<file path="src/rtl/ysyx_25040129_ifu_pkg.sv">
// Shared definitions for the ysyx_25040129 instruction fetch unit.
// FSM encoding, AXI response code and the core-wide reset PC.
package ysyx_25040129_ifu_pkg;

   typedef enum logic [1:0] {
      S_REQ   = 2'd0,
      S_RESP  = 2'd1,
      S_VALID = 2'd2,
      S_WAIT  = 2'd3
   } ifu_state_t;

   localparam logic [1:0]  RESP_OKAY        = 2'b00;
   localparam logic [31:0] RESET_PC_DEFAULT = 32'h8000_0000;

endpackage

</file>
<file path="src/rtl/ysyx_25040129_ifu.sv">
// Instruction fetch unit: one AR/R read per instruction, hands the word to decode by valid/ready,
// then waits for write-back's next PC. Outputs are driven from state and registers only.
module ysyx_25040129_ifu
   import ysyx_25040129_ifu_pkg::*;
#(
   parameter logic [31:0] RESET_PC = RESET_PC_DEFAULT
) (
   input  logic        clk,
   input  logic        rst,
   output logic [31:0] araddr,
   output logic        arvalid,
   input  logic        arready,
   input  logic [31:0] rdata,
   input  logic [1:0]  rresp,
   input  logic        rvalid,
   output logic        rready,
   output logic [31:0] inst,
   output logic [31:0] pc,
   output logic        inst_fault,
   output logic        is_req_valid_to_idu,
   input  logic        is_req_ready_from_idu,
   input  logic        wb_valid,
   input  logic [31:0] wb_next_pc,
   output logic [31:0] fetch_cnt
);

   ifu_state_t state, state_nxt;
   logic       in_rst;
   logic       pc_misaligned;

   // in_rst is a registered copy of rst, so bus outputs stay low during reset
   // without a combinational path from rst to the ports.
   assign pc_misaligned       = (pc[1:0] != 2'b00);
   assign araddr              = pc;
   assign arvalid             = (state == S_REQ) && !pc_misaligned && !in_rst;
   assign rready              = (state == S_RESP);
   assign is_req_valid_to_idu = (state == S_VALID);

   always_comb begin
      state_nxt = state;
      unique case (state)
         S_REQ: begin
            if (!in_rst) begin
               if (pc_misaligned)         state_nxt = S_VALID;
               else if (arready)          state_nxt = S_RESP;
            end
         end
         S_RESP:  if (rvalid)                state_nxt = S_VALID;
         S_VALID: if (is_req_ready_from_idu) state_nxt = S_WAIT;
         S_WAIT:  if (wb_valid)              state_nxt = S_REQ;
         default:                            state_nxt = S_REQ;
      endcase
   end

   always_ff @(posedge clk) begin
      if (rst) begin
         state      <= S_REQ;
         in_rst     <= 1'b1;
         pc         <= RESET_PC;
         inst       <= 32'h0;
         inst_fault <= 1'b0;
         fetch_cnt  <= 32'h0;
      end else begin
         state  <= state_nxt;
         in_rst <= 1'b0;
         unique case (state)
            S_REQ: begin
               if (!in_rst && pc_misaligned) begin
                  inst       <= 32'h0;
                  inst_fault <= 1'b1;
               end
            end
            S_RESP: begin
               if (rvalid) begin
                  inst       <= rdata;
                  inst_fault <= (rresp != RESP_OKAY);
               end
            end
            S_VALID: if (is_req_ready_from_idu) fetch_cnt <= fetch_cnt + 32'd1;
            S_WAIT:  if (wb_valid)              pc        <= wb_next_pc;
            default: ;
         endcase
      end
   end

endmodule

</file>
<file path="config.mk">
export PLATFORM = sky130hd
export DESIGN_NAME = ysyx_25040129_ifu
export DESIGN_NICKNAME = d
export VERILOG_FILES = /design/src/rtl/ysyx_25040129_ifu_pkg.sv /design/src/rtl/ysyx_25040129_ifu.sv
export SDC_FILE = /design/constraint.sdc
export NUM_CORES = 1
export LEC_CHECK = 0
export BUFFER_PORTS_ARGS = -buffer_cell sky130_fd_sc_hd__buf_2
export CAP_MARGIN = 20
export CORE_MARGIN = 2
export CORE_UTILIZATION = 41
export DETAILED_ROUTE_END_ITERATION = 8
export GPL_ROUTABILITY_DRIVEN = 0
export PLACE_DENSITY = 0.86
export SYNTH_ARGS = -nofsm -noshare
export SYNTH_HDL_FRONTEND = slang
export SYNTH_SLANG_ARGS = --single-unit
export TNS_END_PERCENT = 50
</file>
<file path="constraint.sdc">
create_clock -name clk -period 2.2 [get_ports clk]
set_input_delay 0.11 -clock clk [delete_from_list [all_inputs] [get_ports clk]]
set_output_delay 0.11 -clock clk [all_outputs]
set_load 0.03 [all_outputs]
</file>
Word level (Yosys, flattened, before mapping). Index checks and enable logic that the tools add are counted.

Register bits: 100. Input bits: 72. Output and inout bits: 132. Logic and storage cells: 43.

$add $sub $neg: 1. Equality and inequality tests: 9. Multiplexer cells: 14. Reduce and logical (&&, ||, !) cells: 13.

Operators by type and width (count): $mux W32 (2); $pmux W32 S2 (1); $add A32 B1 Y32 const B (1); $mux W2 (6); $pmux W2 S4 (1); $ne A2 B2 Y1 const B (3); $reduce_bool A2 Y1 (3); $reduce_and A5 Y1 (1); $eq A2 B2 Y1 const B (2); $ne A2 B1 Y1 const B (2); $reduce_and A2 Y1 (2); $logic_and A1 B1 Y1 (3); $mux W1 (3); $ne A3 B3 Y1 const B (1); $reduce_and A3 Y1 (1); $eq A2 B1 Y1 const B (1); $logic_not A1 Y1 (2); $logic_not A2 Y1 (1); $pmux W1 S2 (1).

Longest topological paths before layout.
Depth in word-level cells: 4. Gate-level depth with buffers: 8. Mapped depth without buffers: 6.

Worst setup path after synthesis. OpenSTA, ideal clock, no wires.

Path type: register to register. Start: register state[0]. End: register fetch_cnt[22]. Setup time: 132 ps. Data arrival time: 2226 ps. Required time: 2068 ps. Path slack: -159 ps. Cell stages (with the launch flop): 9. Path buffers: 2. Clock period less this slack: 2359 ps. Cell sequence: dfxtp_1 inv_1 ha_1 nand3_1 or4_1 clkbuf_1 clkbuf_1 o31ai_1 a21oi_1.

Word-level cells in the longest chain between the ends: 2.

Ends and longest elaborated chain: start, declared (RTL line ysyx_25040129_ifu.sv:27) `ifu_state_t state, state_nxt;`; start signal, assigned (RTL line ysyx_25040129_ifu.sv:64) `state <= state_nxt;`; $eq A2 B2 Y1; named net is_req_valid_to_idu (RTL line ysyx_25040129_ifu.sv:20) `output logic is_req_valid_to_idu,`; $reduce_and A2 Y1 (no source line); end signal, assigned (RTL line ysyx_25040129_ifu.sv:79) `S_VALID: if (is_req_ready_from_idu) fetch_cnt <= fetch_cnt + 32'd1;`; end, declared (RTL line ysyx_25040129_ifu.sv:24) `output logic [31:0] fetch_cnt`.

The timed path passes the listed nets, and every way through them passes these cells. A chain may end at the register's enable or synchronous reset.

Worst setup path in the final report.
Start: register state[1]. End: register fetch_cnt[20].

Word-level cells in the longest chain between the ends: 2.

Ends and longest elaborated chain: $eq A2 B2 Y1 (RTL line ysyx_25040129_ifu.sv:66) `unique case (state)`; $reduce_and A2 Y1 (no source line).

No other way between the ends.

==> impl_metrics.json <==
{
  "hold_path.class": "in -> reg",
  "swShare": 0.310,
  "setup_tns_ns": 0,
  "use_met3": 0.0480,
  "cts_made_buffers": 9,
  "synthArstFlopShare": 0,
  "cp-start-kind": "flop",
  "drt-initial-drc-count": 232,
  "min_to": "inst[0]",
  "crit_path_end_kind": "flop",
  "status": "completed",
  "holdCritStartpoint": "rdata[0]",
  "post_synth_num_cell_types": 35,
  "h-tree-depth": 3,
  "ant_nets": 0,
  "die_h_um": 105,
  "synth-edff-count": 0,
  "drc_errors": 0,
  "dp_hpwl_um": 8200,
  "n_antenna_cell": 0,
  "overflow": 0,
  "reg2reg_slack_ns": 0.10,
  "fin_hold_ws_ns": 0.0106,
  "seq_power_share": 0.490,
  "fin_skew_ns": 0.00945,
  "syn_area_um2": 4170,
  "clockPowerShare": 0.274,
  "crit_path_cell_trace": "ha_4 -> nand3_1 -> or4_1 -> buf_4 -> or4_1 -> a21oi_1",
  "ff2ff_path_depth": 6,
  "holdPathStages": 3,
  "grt_pass1_wl_um": 20000,
  "synth.area.top_cells": "dfxtp_1 (48%), nand2_1 (7.2%), a21oi_1 (6.6%), a22oi_1 (5.8%), buf_4 (5.8%)",
  "ys_seq_elements": 100,
  "first_pass_iters": 5,
  "tritoncts": "done",
  "wl_per_cell_um": 14.9,
  "yosys.area.top_type_share": 0.481,
  "grt_start_max_net_pins": 36,
  "worst_pin_slew_ns": 0.569,
  "worst_ep_required_time_ns": 2.48,
  "row_count": 36,
  "grt_use_met2": 0.403,
  "nets": 789,
  "vias_per_cell": 5.20,
  "maxCapViolations": 0,
  "r2r_end": "fetch_cnt[20]",
  "setup_viol": 0,
  "cpMostUsedCell": "or4_1",
  "die_w_um": 105,
  "grt_usage": 0.223,
  "postRouteWirelength_um": 12600,
  "busiest_layer": "met2",
  "synthCells": 490,
  "crit_type": "reg -> reg",
  "crit_path_max_incr_delay_ns": 0.48,
  "synth_ff_type": "dfxtp_1",
  "numClockSinks": 100,
  "core_um2": 9820,
  "clk_pin_slew_ns": 0.09,
  "power.leakage_nw": 2.62,
  "areaGrowthSynthToFinish_pct": 41.2,
  "peakVddDrop_mv": 0.441,
  "slew_headroom": 0.621,
  "finalHoldViolCount": 0,
  "p_int_mw": 2.71,
  "port_buffers": 203,
  "reg2reg_from": "state[1]",
  "antenna_found_initial": 0,
  "die_area_um2": 11000,
  "cp.arrival_ns": 2.38,
  "ys_seq_area_frac": 0.481,
  "fill_cells": 819,
  "period_minus_slack_ns": 2.10,
  "slowest_stage": "or4_1",
  "pin_count": 204,
  "grt_pass1_vias": 4334,
  "crit_cells": 6,
  "fin_crit_sh": 0.953,
  "cts_buffer_depth": 2,
  "grt_util_met1": 0.238,
  "crit_family": "simple AND/OR/NAND/NOR gates",
  "initial_core_util": 0.424,
  "cts_setup_buffers": 0,
  "synth_nets": 568,
  "cp_max_fo": 19,
  "p_sw_mw": 1.22,
  "path_buf_inv": 1,
  "ctsRootBufferMaster": "clkbuf_8",
  "clkLatencyLatePin_ns": 0.35,
  "vias": 4402,
  "synth.avg_cell_area_um2": 8.50,
  "finalPower_mw": 3.93,
  "comb_power_share": 0.236,
  "synth_top_area_cell": "dfxtp_1",
  "drive_above_1_share": 0.346,
  "yosys_warnings": 0,
  "power_density_nw_per_um2": 669,
  "timing.fmax_mhz": 477,
  "rsz0062_at_grt": "false",
  "timing.final.max_slew_violations": 0
}
cell usage after synthesis, types with 2 or more instances:
| cell | instances |
|---|---|
| dfxtp_1 | 100 |
| nand2_1 | 80 |
| a21oi_1 | 55 |
| nor2_1 | 47 |
| a22oi_1 | 32 |
| buf_4 | 32 |
| clkbuf_1 | 30 |
| or4_1 | 15 |
| o31ai_1 | 13 |
| inv_1 | 9 |
| o21ai_0 | 9 |
| nand3_1 | 8 |
| nand4_1 | 7 |
| ha_1 | 6 |
| or3_1 | 6 |
| xnor2_1 | 6 |
| xor2_1 | 4 |
| and4_1 | 3 |
| nand2b_1 | 3 |
| nor3_1 | 3 |
| nor4_1 | 3 |
| o2111ai_1 | 3 |
| nand3b_1 | 2 |
| nand4_2 | 2 |
| or2_2 | 2 |
layer usage:
| metal | share of wire | wire length (um) |
|---|---|---|
| met2 | 0.51 | 6460 |
| met3 | 0.065 | 817 |
| met1 | 0.38 | 4850 |
| met4 | 0.038 | 476 |
| met5 | 0 | 0 |
cell type report:
cell class                      instances  area (um2)  area share
Inverter                                9        33.8     0.00574
Tap cell                              133         166      0.0283
Clock buffer                           12         165      0.0281
Clock inverter                          2        10.0     0.00170
Sequential cell                       100        2000       0.340
Timing Repair Buffer                  274        1710       0.291
Multi-Input combinational cell        317        1790       0.305
worst min-delay path: cells and delay by family:
family	cells	cell delay (ns)
buffers and inverters	1	0.08
AND/OR/NAND/NOR	1	0.09
AO/OA/AOI/OAI	1	0.05
metrics by stage:
stage	util	setup slack, ns	area (um2)	std cells
after floorplan	-	0.0383	4180	490
after global placement	0.522	0.143	5130	778
after detailed placement	0.522	0.0695	5130	778
after CTS	0.595	0.0604	5850	846
after global routing	0.599	0.00383	5880	847
final	0.599	0.104	5880	847
logic make-up after synthesis:
family                     Yosys count  synth area share
AOI/OAI and AO/OA                  115             0.171
xor gates and xnor gates            10            0.0210
adders and majority gates            6            0.0180
buffers and inverters               73            0.0967
DFF                                100             0.481
and+or+nand+nor                    186             0.212
registers in the layout (all words and copies together), names as in the netlist:
register / cells
inst_fault: 1
fetch_cnt: 32
araddr: 32
state: 2
inst: 32
in_rst: 1
cell usage in the layout (no fill, tap or decap), types with 6 or more instances in the layout:
| cell | synthesis | layout |
|---|---|---|
| xnor2_1 | 6 | 6 |
| or4_1 | 15 | 13 |
| inv_1 | 9 | 8 |
| a22oi_1 | 32 | 32 |
| nand3_1 | 8 | 8 |
| dfxtp_1 | 100 | 100 |
| nand4_1 | 7 | 7 |
| clkbuf_8 | 0 | 12 |
| nor2_1 | 47 | 47 |
| o21ai_0 | 9 | 9 |
| buf_2 | 1 | 203 |
| o31ai_1 | 13 | 13 |
| a21oi_1 | 55 | 55 |
| dlygate4sd3_1 | 0 | 55 |
| or3_1 | 6 | 6 |
| buf_4 | 32 | 13 |
| nand2_1 | 80 | 80 |
power groups by stage:
stage                     clock network, mW  logic, mW  registers [mW]
after floorplan                           0      0.459            2.06
after global placement                    0      0.786            1.96
after detailed placement                  0      0.817            1.96
after CTS                              1.11      0.893            1.92
after global routing                   1.20       1.00            1.93
final                                  1.08      0.928            1.93
repair_timing:
| item | CTS | global route |
|---|---|---|
| endpoints found under the setup margin | 0 | 40 |
| hold endpoints to repair | 54 | 1 |
| resized for setup | 0 | 7 |
| hold buffers | 54 | 1 |
how the worst max path moves through the flow:
stage             startpoint            end  slack (ns)
3_5_place_dp        state[1]       inst[17]        0.07
6_report            state[1]  fetch_cnt[20]        0.10
5_1_grt             state[1]        arvalid       0.004
4_1_cts        fetch_cnt[14]  fetch_cnt[26]        0.06
2_1_floorplan  fetch_cnt[13]  fetch_cnt[25]        0.04
3_3_place_gp   fetch_cnt[14]  fetch_cnt[27]        0.14
(Power assumes the default switching activity.)
